File: src/rtl/inst_fetch_queue_if.sv
// Decode-side handshake of the instruction fetch queue.
// The fetch queue is the master; decode is the slave.
interface inst_fetch_queue_if #(
    parameter int PC_W   = 16,
    parameter int INST_W = 16
);
    logic              out_valid;
    logic              out_ready;
    logic [INST_W-1:0] out_inst;
    logic [PC_W-1:0]   out_pc;

    modport master (
        output out_valid,
        output out_inst,
        output out_pc,
        input  out_ready
    );

    modport slave (
        input  out_valid,
        input  out_inst,
        input  out_pc,
        output out_ready
    );
endinterface

File: src/rtl/inst_fetch_queue.sv
// Instruction fetch stage: one RAM read in flight per cycle,
// returned (pc, inst) pairs buffered in a DEPTH-entry FIFO for decode.
module inst_fetch_queue #(
    parameter int              PC_W     = 16,
    parameter int              INST_W   = 16,
    parameter int              DEPTH    = 4,
    parameter logic [PC_W-1:0] RESET_PC = '0
) (
    input  logic                   clk,
    input  logic                   rst_n,
    input  logic                   redirect,
    input  logic [PC_W-1:0]        redirect_pc,
    input  logic                   halt,
    output logic [PC_W-1:0]        imem_addr,
    output logic                   imem_rd,
    input  logic [INST_W-1:0]      imem_q,
    inst_fetch_queue_if.master     dec,
    output logic [$clog2(DEPTH):0] occupancy
);
    localparam int AW = $clog2(DEPTH);
    localparam int CW = AW + 1;
    localparam logic [CW:0] DEPTH_C = (CW+1)'(DEPTH);

    typedef enum logic {WAKE, RUN} state_e;

    typedef struct packed {
        logic [PC_W-1:0]   pc;
        logic [INST_W-1:0] inst;
    } entry_t;

    state_e          state_q, state_d;
    logic [PC_W-1:0] fetch_pc_q, fetch_pc_d;
    logic            infl_q;
    logic [PC_W-1:0] infl_pc_q;
    logic [AW-1:0]   rd_q, wr_q;
    logic [CW-1:0]   cnt_q;
    entry_t          mem_q [DEPTH];

    logic            run;
    logic            credit;
    logic            push;
    logic            pop;
    logic            out_vld;
    logic [CW:0]     used;

    // A read is only issued if its return is guaranteed a free slot.
    assign used    = {1'b0, cnt_q} + {{CW{1'b0}}, infl_q};
    assign credit  = used < DEPTH_C;
    assign out_vld = (cnt_q != '0) & ~redirect & (state_q == RUN);
    assign push    = infl_q & ~redirect;
    assign pop     = out_vld & dec.out_ready;

    assign dec.out_valid = out_vld;
    assign dec.out_inst  = mem_q[rd_q].inst;
    assign dec.out_pc    = mem_q[rd_q].pc;
    assign occupancy     = cnt_q;

    always_comb begin
        state_d    = state_q;
        run        = 1'b0;
        imem_rd    = 1'b0;
        imem_addr  = fetch_pc_q;
        fetch_pc_d = fetch_pc_q;
        unique case (state_q)
            WAKE: state_d = RUN;
            RUN:  run     = 1'b1;
        endcase
        if (redirect) begin
            state_d    = RUN;
            imem_rd    = 1'b1;
            imem_addr  = redirect_pc;
            fetch_pc_d = redirect_pc + PC_W'(1);
        end else if (run && !halt && credit) begin
            imem_rd    = 1'b1;
            fetch_pc_d = fetch_pc_q + PC_W'(1);
        end
    end

    always_ff @(posedge clk or negedge rst_n) begin
        if (!rst_n) begin
            state_q    <= WAKE;
            fetch_pc_q <= RESET_PC;
            infl_q     <= 1'b0;
            infl_pc_q  <= '0;
            rd_q       <= '0;
            wr_q       <= '0;
            cnt_q      <= '0;
        end else begin
            state_q    <= state_d;
            fetch_pc_q <= fetch_pc_d;
            infl_q     <= imem_rd;
            infl_pc_q  <= imem_addr;
            if (redirect) begin
                rd_q  <= '0;
                wr_q  <= '0;
                cnt_q <= '0;
            end else begin
                if (push) wr_q <= wr_q + AW'(1);
                if (pop)  rd_q <= rd_q + AW'(1);
                cnt_q <= cnt_q + CW'(push) - CW'(pop);
            end
        end
    end

    // Storage carries no reset; contents are only observed when counted valid.
    always_ff @(posedge clk) begin
        if (push) mem_q[wr_q] <= '{pc: infl_pc_q, inst: imem_q};
    end
endmodule
File: src/flat_wrapper.sv
// flat-port wrapper written by rule: the top's interface ports become plain ports
module inst_fetch_queue_flat 
#(
    parameter int              PC_W     = 16,
    parameter int              INST_W   = 16,
    parameter int              DEPTH    = 4,
    parameter logic [PC_W-1:0] RESET_PC = '0
)
  (clk, rst_n, redirect, redirect_pc, halt, imem_addr, imem_rd, imem_q, occupancy, dec_out_valid, dec_out_inst, dec_out_pc, dec_out_ready);
  inst_fetch_queue_if #(.PC_W(PC_W), .INST_W(INST_W)) dec_i ();
  input  logic clk;
  input  logic rst_n;
  input  logic redirect;
  input  logic [PC_W-1:0] redirect_pc;
  input  logic halt;
  output logic [PC_W-1:0] imem_addr;
  output logic imem_rd;
  input  logic [INST_W-1:0] imem_q;
  output logic [$clog2(DEPTH):0] occupancy;
  output wire logic [$bits(dec_i.out_valid)-1:0] dec_out_valid;
  output wire logic [$bits(dec_i.out_inst)-1:0] dec_out_inst;
  output wire logic [$bits(dec_i.out_pc)-1:0] dec_out_pc;
  input wire logic [$bits(dec_i.out_ready)-1:0] dec_out_ready;
  assign dec_out_valid = dec_i.out_valid;
  assign dec_out_inst = dec_i.out_inst;
  assign dec_out_pc = dec_i.out_pc;
  assign dec_i.out_ready = dec_out_ready;
  inst_fetch_queue #(.PC_W(PC_W), .INST_W(INST_W), .DEPTH(DEPTH), .RESET_PC(RESET_PC)) u_core (.clk(clk), .rst_n(rst_n), .redirect(redirect), .redirect_pc(redirect_pc), .halt(halt), .imem_addr(imem_addr), .imem_rd(imem_rd), .imem_q(imem_q), .dec(dec_i), .occupancy(occupancy));
endmodule
File: config.mk
export PLATFORM = sky130hd
export DESIGN_NAME = inst_fetch_queue_flat
export DESIGN_NICKNAME = d
export VERILOG_FILES = /design/src/rtl/inst_fetch_queue_if.sv /design/src/rtl/inst_fetch_queue.sv /design/src/flat_wrapper.sv
export SDC_FILE = /design/constraint.sdc
export NUM_CORES = 1
export LEC_CHECK = 0
export BUFFER_PORTS_ARGS = -buffer_cell sky130_fd_sc_hd__buf_2
export CAP_MARGIN = 5
export CORE_MARGIN = 2
export CORE_UTILIZATION = 30
export CTS_CLUSTER_DIAMETER = 200
export DETAILED_ROUTE_END_ITERATION = 16
export PLACE_DENSITY = 0.51
export REMOVE_ABC_BUFFERS = 1
export SLEW_MARGIN = 40
export SYNTH_ARGS = -nofsm -noshare
export SYNTH_HDL_FRONTEND = slang
export SYNTH_SLANG_ARGS = --single-unit
File: constraint.sdc
create_clock -name clk -period 3.3 [get_ports clk]
set_input_delay 0.33 -clock clk [delete_from_list [all_inputs] [get_ports clk]]
set_output_delay 0.33 -clock clk [all_outputs]
set_load 0.02 [all_outputs]
# After elaboration in Yosys (flattened, before gate mapping)
# Memory sizes are Yosys's and may differ from the RTL's.
# Cells that the tools add are included.
word_totals:
  register_bits: 41
  mem_bits_rw: 128
  inputBits: 37
  mem_count: 1
classes:
  n_addsub: 7
  magnitude_cmp: 1
  mux: 13
  bitwise_logic: 5
  reduce_logical: 7
memory_table:
  columns: ["memory", "depth", "width", "rd", "rd_ports_with_merged_regs", "wr", "line_no", "text"]
  rows:
  - ["u_core.mem_q", 4, 32, 1, 0, 1, "inst_fetch_queue.sv:37", "entry_t mem_q [DEPTH];"]
ops:
  columns: ["cell", "count"]
  rows:
  - ["$mux W16", 3]
  - ["$add A16 B1 Y16 const B", 2]
  - ["$mux W2", 4]
  - ["$reduce_bool A2 Y1", 3]
  - ["$mux W1", 5]
  - ["$add A2 B1 Y2 const B", 2]
  - ["$add A3 B1 Y4", 1]
  - ["$and A1 B1 Y1", 4]
  - ["$lt A4 B3 Y1 const B", 1]
  - ["$add A3 B1 Y3", 1]
  - ["$mux W3", 1]
  - ["$reduce_bool A3 Y1", 1]
  - ["$sub A3 B1 Y3", 1]
  - ["$logic_and A1 B1 Y1", 2]
  - ["$logic_not A1 Y1", 1]
  - ["$not A1 Y1", 1]

# Longest topological paths before layout
# Gate-level depths: netlist of run 1.
logic_depth:
  ltp_word: 6
  mapped_depth: 10
  depth_no_buf: 9

# Worst setup path after synthesis of run 1
# No wires, ideal clock.
synth_timing:
  kind: "in2reg"
  from: "in redirect"
  to: "reg u_core.fetch_pc_q[14]"
  setup_time_ps: 83
  arrival_ps: 2238
  t_required_ps: 3217
  path_slack_ps: 979
  stages: 10
  n_path_buf: 3
  path_cell_list: "buf_6 buf_2 buf_1 mux2_2 ha_1 nand4b_1 a21oi_2 nand4_1 xor2_1 o21ai_0"
synth_via:
  elab_chain_len: 1
  elab_cells_between_ends: 2
synth_lines:
  columns: ["element", "line_no", "text"]
  rows:
  - ["start, declared", "flat_wrapper.sv:13", "input logic redirect;"]
  - ["$mux W16 / $reduce_bool A2 Y1 (equally long branches)", null, null]
  - ["end signal, assigned", "inst_fetch_queue.sv:90", "fetch_pc_q <= fetch_pc_d;"]
  - ["end, declared", "inst_fetch_queue.sv:32", "logic [PC_W-1:0] fetch_pc_q, fetch_pc_d;"]
# Parallel ways exist; a longest one is shown, timed or not.
# A chain may end at the register's enable or synchronous reset.

# Worst setup path in the final report of run 1
layout_timing:
  from: "reg u_core.rd_q[0]"
  to: "out dec_out_inst[9]"
layout_via:
  elab_chain_len: 1
layout_lines:
  columns: ["element", "line_no", "text"]
  rows:
  - ["start, declared", "inst_fetch_queue.sv:35", "logic [AW-1:0] rd_q, wr_q;"]
  - ["start signal, assigned", "inst_fetch_queue.sv:99", "if (pop) rd_q <= rd_q + AW'(1);"]
  - ["$mem_v2 Z4 W32", null, null]
  - ["end, declared", "flat_wrapper.sv:21", "output wire logic [$bits(dec_i.out_inst)-1:0] dec_out_inst;"]
# No other way between the ends.

==> results.sh, run 1 <==
export IMPL_status="complete, no violations"
export IMPL_rsz0062_at_grt="false"
export IMPL_cts_max_path_buffers=2
export IMPL_max_freq_mhz=387
export IMPL_post_cts_buffers=0
export IMPL_drv_slew=0
export IMPL_grt_busiest_layer="met2"
export IMPL_start_kind="flip-flop"
export IMPL_total_power_w=0.00559
export IMPL_grt_pass1_vias=3642
export IMPL_grt_pass1_wl_um=21000
export IMPL_yosys_area_top_type="edfxtp_1"
export IMPL_grt_max_degree=42
export IMPL_hp_class="in2reg"
export IMPL_drc=0
export IMPL_avgSynthCellArea_um2=18.9
export IMPL_finalNonFillerCells=749
export IMPL_netlist_area_um2=6640
export IMPL_rows=54
export IMPL_coreArea_um2=21800
export IMPL_areaGrowthSynthToFinish_pct=22.4
export IMPL_crit_arrival_ps=2250
export IMPL_hold_viol_final=0
export IMPL_met3_usage_pct=3.84
export IMPL_final_nets=503
export IMPL_clk_pin_slew_ps=60
export IMPL_numCtsBuffers=17
export IMPL_vias=3450
export IMPL_grt_use_total_pct=11.9
export IMPL_io_buffers=89
export IMPL_die_area_um2=23300
export IMPL_netlist_instances=352
export IMPL_antenna_found_initial=0
export IMPL_rr_startpoint="u_core.occupancy[1]"
export IMPL_io_pins=90
export IMPL_end_kind="output port"
export IMPL_overflow=0
export IMPL_synth_area_leaders="edfxtp_1 (58%), dfrtp_1 (15%), mux4_2 (11%)"
export IMPL_hpwl_um=8880
export IMPL_drive_gt1_share_pct=39.7
export IMPL_cts_root_buffer="clkbuf_16"
export IMPL_clkSinkCount=169
export IMPL_setup_viol=0
export IMPL_drtIter0Drc=240
export IMPL_ys_types=41
export IMPL_ir_drop_uv=288
export IMPL_hold_worst_slack_ps=131
export IMPL_critical_path_class="reg2out"
export IMPL_fin_tns_setup_ps=0
export IMPL_ys_warn_count=0
export IMPL_synth_top_cell_area_share_pct=57.9
export IMPL_grt_util_met2_pct=19.6
export IMPL_critPathSlowestCell="dfrtp_2"
export IMPL_diodes=0
export IMPL_ys_ff_latch=169
export IMPL_p_leak_nw=2.95
export IMPL_yosys_most_used_dff="edfxtp_1"
export IMPL_fin_crit_ps=2580
export IMPL_r2r_end="u_core.occupancy[2]"
export IMPL_cts_resized=0
export IMPL_worst_pin_slew_ps=583
export IMPL_viasPerCell=4.61
export IMPL_max_cap_violations=0
export IMPL_yosys_top_cells_count="edfxtp_1 (128), dfrtp_1 (41), mux4_2 (32)"
export IMPL_wl_per_cell_um=17.7
export IMPL_synth_most_common_cell="edfxtp_1"
export IMPL_crit_path_max_incr_delay_ps=740
export IMPL_async_flop_share_pct=24.3
export IMPL_critPathRequiredTime_ps=2970
export IMPL_grtUsageMet1_pct=14.9
export IMPL_post_route_period_util_pct=78.3
export IMPL_whs_path_depth=1
export IMPL_dr_pass1_iters=4
export IMPL_ys_seq_area_share_pct=73.3
export IMPL_drtAntennaViolNets=0
export IMPL_finClkSkew_ps=8.67
export IMPL_rr_worst_depth=9
export IMPL_hold_path_startpoint="imem_q[11]"
export IMPL_cts_tree="built"
export IMPL_routabilityCongestion=0.715
export IMPL_die_h_um=153
export IMPL_whs_endpoint="u_core.mem_q[1][11]"
export IMPL_wirelength_um=13200
export IMPL_path_cells="buf_4 > mux4_2 > buf_2"
export IMPL_htreeDepth=4
export IMPL_insertion_delay_ps=410
export IMPL_start_util_pct=30.5
export IMPL_dp_cells=717
export IMPL_synth_edf_count=128
export IMPL_power_density_nw_per_um2=687
export IMPL_maxSlewHeadroom_pct=61.1
export IMPL_final_core_util_pct=37.4
export IMPL_crit_fanout=18
export IMPL_regToRegSetupSlack_ps=1020
export IMPL_cts_hold_buf=1
export IMPL_die_x_um=153
[worst max-delay path by stage]
stage | to | cells after the start | startpoint | slack, ps
2_1_floorplan | u_core.fetch_pc_q[13] | 5 | u_core.occupancy[1] | 330
3_3_place_gp | u_core.fetch_pc_q[14] | 8 | redirect | 980
3_5_place_dp | u_core.fetch_pc_q[14] | 8 | redirect | 930
4_1_cts | dec_out_inst[9] | 3 | u_core.rd_q[0] | 620
5_1_grt | dec_out_inst[15] | 3 | u_core.rd_q[0] | 510
6_report | dec_out_inst[9] | 3 | u_core.rd_q[0] | 720
[layout by cell type, fill, tap and decap left out, types with 2 or more instances in the layout]
cell type,synthesis,layout
o21ai_1,3,3
bufinv_16,0,5
nand4b_1,4,4
mux2_2,15,15
nor2b_1,3,3
nand3b_1,3,3
inv_1,11,11
and3_1,2,2
nor2_1,6,6
nand4_1,5,5
and2_2,0,4
xnor2_1,10,10
clkbuf_16,0,17
mux4_2,32,32
buf_12,0,2
nand2_1,20,20
clkinv_2,0,2
buf_4,0,10
o21ai_0,8,8
buf_2,6,88
a21oi_1,3,3
xor2_1,5,5
edfxtp_1,128,128
dfrtp_1,41,40
clkinv_4,0,3
mux2i_1,4,4
o31ai_1,2,2
ha_1,8,8
nand3_1,5,5
[worst max-delay path: cells and delay by family, from the launching register on]
| kind | cells | cell delay (ps) |
|---|---|---|
| flops | 1 | 740 |
| buf+inv | 2 | 540 |
| mux | 1 | 540 |
[layout make-up]
cell class	instances	area, um2
Sequential cell	169	4870
Clock buffer	18	429
Timing Repair Buffer	101	566
Clock inverter	13	203
Fill cell	2053	13600
Inverter	11	41.3
Multi-Input combinational cell	157	1670
Tap cell	280	350
[state kept, by name, summed over array words and instances (netlist names)]
register,cells
u_core.state_q,1
u_core.mem_q,128
u_core.infl_q,1
u_core.occupancy,3
u_core.infl_pc_q,16
u_core.rd_q,2
u_core.fetch_pc_q,16
u_core.wr_q,2
[per-stage QoR]
step	worst slack, ps	area [um2]
final	717	8130
after global placement	977	7490
after global routing	507	8130
after CTS	622	8130
after floorplan	328	6570
after detailed placement	931	7490
[per-layer routing]
metal,vias to the layer above,wire length [um]
met2,96,6440
li1,1578,-
met3,11,733
met1,1765,5850
met5,-,0
met4,0,198
[cells by family (layout without fill, tap and decap cells)]
| logic type | Yosys count | in the layout | synth area share [%] |
|---|---|---|---|
| AOI/OAI and AO/OA | 24 | 24 | 2.28 |
| xor gates and xnor gates | 15 | 15 | 1.98 |
| adders and majority gates | 9 | 9 | 1.81 |
| buffers and inverters | 26 | 143 | 1.70 |
| DFF | 169 | 169 | 73.3 |
| muxes | 51 | 51 | 14.0 |
| other | 1 | 1 | 0.0565 |
| and+or+nand+nor | 57 | 57 | 4.88 |
[where the power goes]
| group | switching, W | leakage [nW] | internal [W] |
|---|---|---|---|
| Sequential | 0.000140 | 1.67 | 0.00255 |
| Clock | 0.000757 | 0.303 | 0.00133 |
| Combinational | 0.000482 | 0.982 | 0.000328 |
| Total | 0.00138 | 2.95 | 0.00421 |
No activity file was read; power rests on OpenSTA's default activity.
==> inputs of run 2 (changes only) <==
==> constraint.sdc (replaced) <==
create_clock -name clk -period 2.7 [get_ports clk]
set_input_delay 0.27 -clock clk [delete_from_list [all_inputs] [get_ports clk]]
set_output_delay 0.27 -clock clk [all_outputs]
set_load 0.02 [all_outputs]
==> results.sh, run 2 (synthesis gave the netlist of run 1 again) <==
export IMPL_antenna_found_initial=0
export IMPL_cts_tree="built"
export IMPL_layout_common_cells="edfxtp_1 (128), buf_2 (88), dfrtp_1 (40), mux4_2 (32), nand2_1 (20)"
export IMPL_ir_drop_uv=452
export IMPL_grt_pass1_wl_um=21200
export IMPL_vias=3449
export IMPL_largest_reg_flops=128
export IMPL_worst_slack_ps=437
export IMPL_insertion_delay_ps=420
export IMPL_cts_max_path_buffers=2
export IMPL_drtAntennaViolNets=0
export IMPL_reg_largest_list="u_core.mem_q (128), u_core.fetch_pc_q (16), u_core.infl_pc_q (16)"
export IMPL_wirelength_um=13400
export IMPL_cts_root_buffer="clkbuf_16"
export IMPL_largest_register="u_core.mem_q"
export IMPL_htreeDepth=4
export IMPL_total_power_w=0.00692
export IMPL_final_common_cell="edfxtp_1"
export IMPL_diodes=0
export IMPL_setup_viol=0
export IMPL_max_freq_mhz=442
export IMPL_critPathRequiredTime_ps=2990
export IMPL_areaGrowthSynthToFinish_pct=23.0
export IMPL_end_kind="flip-flop"
export IMPL_fin_crit_ps=2260
export IMPL_start_util_pct=30.5
export IMPL_crit_fanout=6
export IMPL_drive_gt1_share_pct=39.0
export IMPL_dr_pass1_iters=4
export IMPL_status="complete, no violations"
export IMPL_critical_path_class="reg2reg"
export IMPL_rows=54
export IMPL_hold_viol_final=0
export IMPL_pre_cts_ws_ps=418
export IMPL_hp_class="in2reg"
export IMPL_drv_slew=0
export IMPL_maxSlewHeadroom_pct=61.4
export IMPL_die_h_um=153
export IMPL_drc=0
export IMPL_drtIter0Drc=211
export IMPL_finClkSkew_ps=11.4
export IMPL_viasPerCell=4.62
export IMPL_post_cts_buffers=0
export IMPL_grt_pass1_vias=3668
export IMPL_die_x_um=153
export IMPL_rsz0062_at_grt="false"
export IMPL_max_cap_violations=0
export IMPL_io_pins=90
export IMPL_hpwl_um=8480
export IMPL_wl_per_cell_um=17.9
export IMPL_final_nets=502
export IMPL_clk_pin_slew_ps=60
export IMPL_die_area_um2=23300
export IMPL_overflow=0
export IMPL_worst_pin_slew_ps=579
export IMPL_grt_max_degree=42
export IMPL_post_route_period_util_pct=83.8
export IMPL_start_kind="flip-flop"
export IMPL_grt_use_total_pct=12.0
export IMPL_crit_arrival_ps=2550
export IMPL_io_buffers=89
export IMPL_p_leak_nw=2.96
export IMPL_coreArea_um2=21800
export IMPL_power_density_nw_per_um2=847
export IMPL_numCtsBuffers=17
export IMPL_routabilityCongestion=0.745
export IMPL_clkSinkCount=169
run 2: final timing paths:
path	from	endpoint	slack (ps)	cells after the start
min reg2reg	u_core.fetch_pc_q[15]	u_core.fetch_pc_q[15]	490	2
min	imem_q[10]	u_core.mem_q[1][10]	70	1
max in group asynchronous	rst_n	u_core.rd_q[0]	1880	2
min in group asynchronous	rst_n	u_core.fetch_pc_q[0]	380	2
max reg2reg	u_core.occupancy[1]	u_core.occupancy[2]	440	9
max	u_core.occupancy[1]	u_core.occupancy[2]	440	9
run 2: final cells by class:
cell class / count / area, um2
clock inverters: 9 / 198
inverters: 11 / 41.3
well taps: 280 / 350
flip-flops and latches: 169 / 4870
multi-input cells: 157 / 1670
clock buffers: 21 / 440
fillers: 2013 / 13600
repair buffers: 100 / 596
run 2: critical path, stage by stage, from the launching register on:
cell      delay [ps]
dfrtp_1          470
nor3_1           280
and4bb_2         310
ha_1             270
inv_1             60
ha_1             130
inv_1             50
fa_1             370
xnor2_1          150
nor2_1            60
run 2: metal layers:
metal  vias up  share of wire, %  GRT usage [%]  wire (um)
li1       1576                 -              -          -
met1      1758                45           15.3       6060
met2        95                48           19.4       6410
met3        20               4.8           3.75        639
met4         0               1.9           4.50        250
met5         -                 0              0          0
run 2: where the power goes:
group	internal, W	switching, W
logic	0.000411	0.000604
registers	0.00312	0.000158
clock network	0.00172	0.000905
total	0.00525	0.00167
run 2: stage by stage:
step | area, um2 | util [%] | cells | TNS [ps] | hold slack (ps)
finish | 8170 | 37.5 | 747 | 0 | 70.3
global route | 8170 | 37.5 | 747 | 0 | 54.8
CTS | 8170 | 37.5 | 747 | 0 | 47.8
detailed placement | 7520 | 34.6 | 716 | 0 | 301
global placement | 7520 | 34.6 | 716 | 0 | 469
floorplan | 6570 | - | 337 | -343 | -25.6
run 2: repair_timing:
item	in CTS	in global routing
resized for setup	0	0
hold buffers	1	0
hold endpoints to repair	41	0
==> inputs of run 3 (changes only) <==
==> constraint.sdc (replaced) <==
create_clock -name clk -period 2.09 [get_ports clk]
set_input_delay 0.209 -clock clk [delete_from_list [all_inputs] [get_ports clk]]
set_output_delay 0.209 -clock clk [all_outputs]
set_load 0.02 [all_outputs]
==> results.sh, run 3 (synthesis gave the netlist of run 1 again) <==
export IMPL_status="complete, no violations"
export IMPL_reg_largest_list="u_core.mem_q (128), u_core.fetch_pc_q (16), u_core.infl_pc_q (16)"
export IMPL_total_power_w=0.00889
export IMPL_max_freq_mhz=499
export IMPL_areaGrowthSynthToFinish_pct=28.3
export IMPL_crit_fanout=6
export IMPL_hold_worst_slack_ps=35.0
export IMPL_viasPerCell=4.53
export IMPL_final_nets=538
export IMPL_end_kind="output port"
export IMPL_dr_pass1_iters=4
export IMPL_hold_viol_final=0
export IMPL_wl_per_cell_um=17.6
export IMPL_start_kind="flip-flop"
export IMPL_die_h_um=153
export IMPL_placedInstanceArea_um2=7640
export IMPL_die_area_um2=23300
export IMPL_critPathRequiredTime_ps=1880
export IMPL_io_pins=90
export IMPL_largest_register="u_core.mem_q"
export IMPL_htreeDepth=4
export IMPL_cts_tree="built"
export IMPL_overflow=0
export IMPL_power_density_nw_per_um2=1040
export IMPL_cts_max_path_buffers=2
export IMPL_regArea_um2=4870
export IMPL_io_buffers=89
export IMPL_vias=3548
export IMPL_antenna_found_initial=0
export IMPL_setup_viol=0
export IMPL_drive_gt1_share_pct=41.9
export IMPL_insertion_delay_ps=420
export IMPL_coreArea_um2=21800
export IMPL_multi_input_area_um2=1700
export IMPL_max_cap_violations=0
export IMPL_grt_pass1_wl_um=21400
export IMPL_hp_class="in2reg"
export IMPL_fin_crit_ps=2000
export IMPL_finClkSkew_ps=5.96
export IMPL_fin_tns_setup_ps=0
export IMPL_grt_pass1_vias=3757
export IMPL_layout_common_cells="edfxtp_1 (128), buf_2 (88), dfrtp_1 (40), mux4_2 (32)"
export IMPL_ir_drop_uv=440
export IMPL_rows=54
export IMPL_clkSinkCount=169
export IMPL_largest_reg_flops=128
export IMPL_drv_slew=0
export IMPL_die_x_um=153
export IMPL_diodes=0
export IMPL_start_util_pct=30.5
export IMPL_drc=0
export IMPL_numCtsBuffers=17
export IMPL_drtAntennaViolNets=0
export IMPL_hpwl_um=8920
export IMPL_critical_path_class="reg2out"
export IMPL_final_common_cell="edfxtp_1"
export IMPL_routabilityCongestion=0.709
export IMPL_grt_max_degree=42
export IMPL_grt_use_total_pct=12.2
export IMPL_crit_arrival_ps=1790
export IMPL_p_leak_nw=3.13
export IMPL_cts_root_buffer="clkbuf_16"
export IMPL_fin_area_um2=8520
export IMPL_nFillCells=2004
export IMPL_drtIter0Drc=222
export IMPL_wirelength_um=13800
export IMPL_clk_pin_slew_ps=60
export IMPL_post_route_period_util_pct=95.8
[run 3: changes by cell type in the layout (fill, tap and decap cells not counted), moves of 2 or more]
cell / previous run / this run
dlygate4sd3_1: 1 / 16
buf_4: 6 / 20
buf_6: 0 / 4
clkbuf_1: 4 / 0
buf_12: 5 / 8
clkinv_1: 0 / 3
ha_1: 8 / 5
bufinv_16: 6 / 4
ha_2: 0 / 2
[run 3: cell type report]
cell class                      count  share of cell area, %
Inverter                           11                  0.485
Sequential cell                   169                   57.2
Timing Repair Buffer              136                   11.2
Clock inverter                     14                   2.10
Clock buffer                       17                   4.99
Multi-Input combinational cell    157                   19.9
Tap cell                          280                   4.11
[run 3: stage by stage]
stage / std cells / setup slack [ps] / util (%)
after floorplan: 337 / -882 / -
after detailed placement: 729 / 22.9 / 35.1
after global placement: 729 / 68.6 / 35.1
final: 784 / 87.6 / 39.2
after CTS: 779 / 8.37 / 38.8
after global routing: 784 / -6.57 / 39.2
[run 3: path summary, 6_finish.rpt]
kind | startpoint | endpoint | slack [ps] | cells past startpoint
max in group asynchronous | rst_n | u_core.infl_pc_q[10] | 1570 | 3
min in group asynchronous | rst_n | u_core.infl_pc_q[3] | 290 | 3
hold reg to reg | u_core.fetch_pc_q[15] | u_core.fetch_pc_q[15] | 480 | 2
hold / removal | imem_q[15] | u_core.mem_q[1][15] | 30 | 1
setup reg to reg | u_core.occupancy[2] | u_core.occupancy[1] | 90 | 8
setup / recovery | u_core.rd_q[0] | dec_out_pc[13] | 90 | 4
[run 3: what timing repair did]
action | 4_1_cts | 5_1_grt
pin swaps | 1 | 5
hold endpoints to repair | 99 | 0
resized for setup | 4 | 7
setup endpoints to repair | 30 | 3
buffers inserted | 3 | 5
hold buffers | 16 | 0
[run 3: power by group]
| part | internal [W] | switching [W] | leakage [nW] |
|---|---|---|---|
| sequential | 0.00402 | 0.000187 | 1.67 |
| combinational | 0.000649 | 0.000827 | 1.17 |
| clock | 0.00198 | 0.00122 | 0.291 |
| total | 0.00665 | 0.00224 | 3.13 |
[run 3: layer usage]
| metal | wire length [um] | vias to the layer above | share of wire, % | track usage (%) |
|---|---|---|---|---|
| li1 | - | 1652 | - | - |
| met1 | 6190 | 1796 | 45 | 15.2 |
| met2 | 6920 | 85 | 50 | 20.9 |
| met3 | 478 | 15 | 3.5 | 2.67 |
| met4 | 187 | 0 | 1.4 | 4.50 |
| met5 | 0 | - | 0 | 0 |
[run 3: worst max-delay path, cell delays in order (launching register included)]
cell	delay, ps
dfrtp_2	370
buf_12	130
buf_4	160
mux4_2	540
buf_2	180
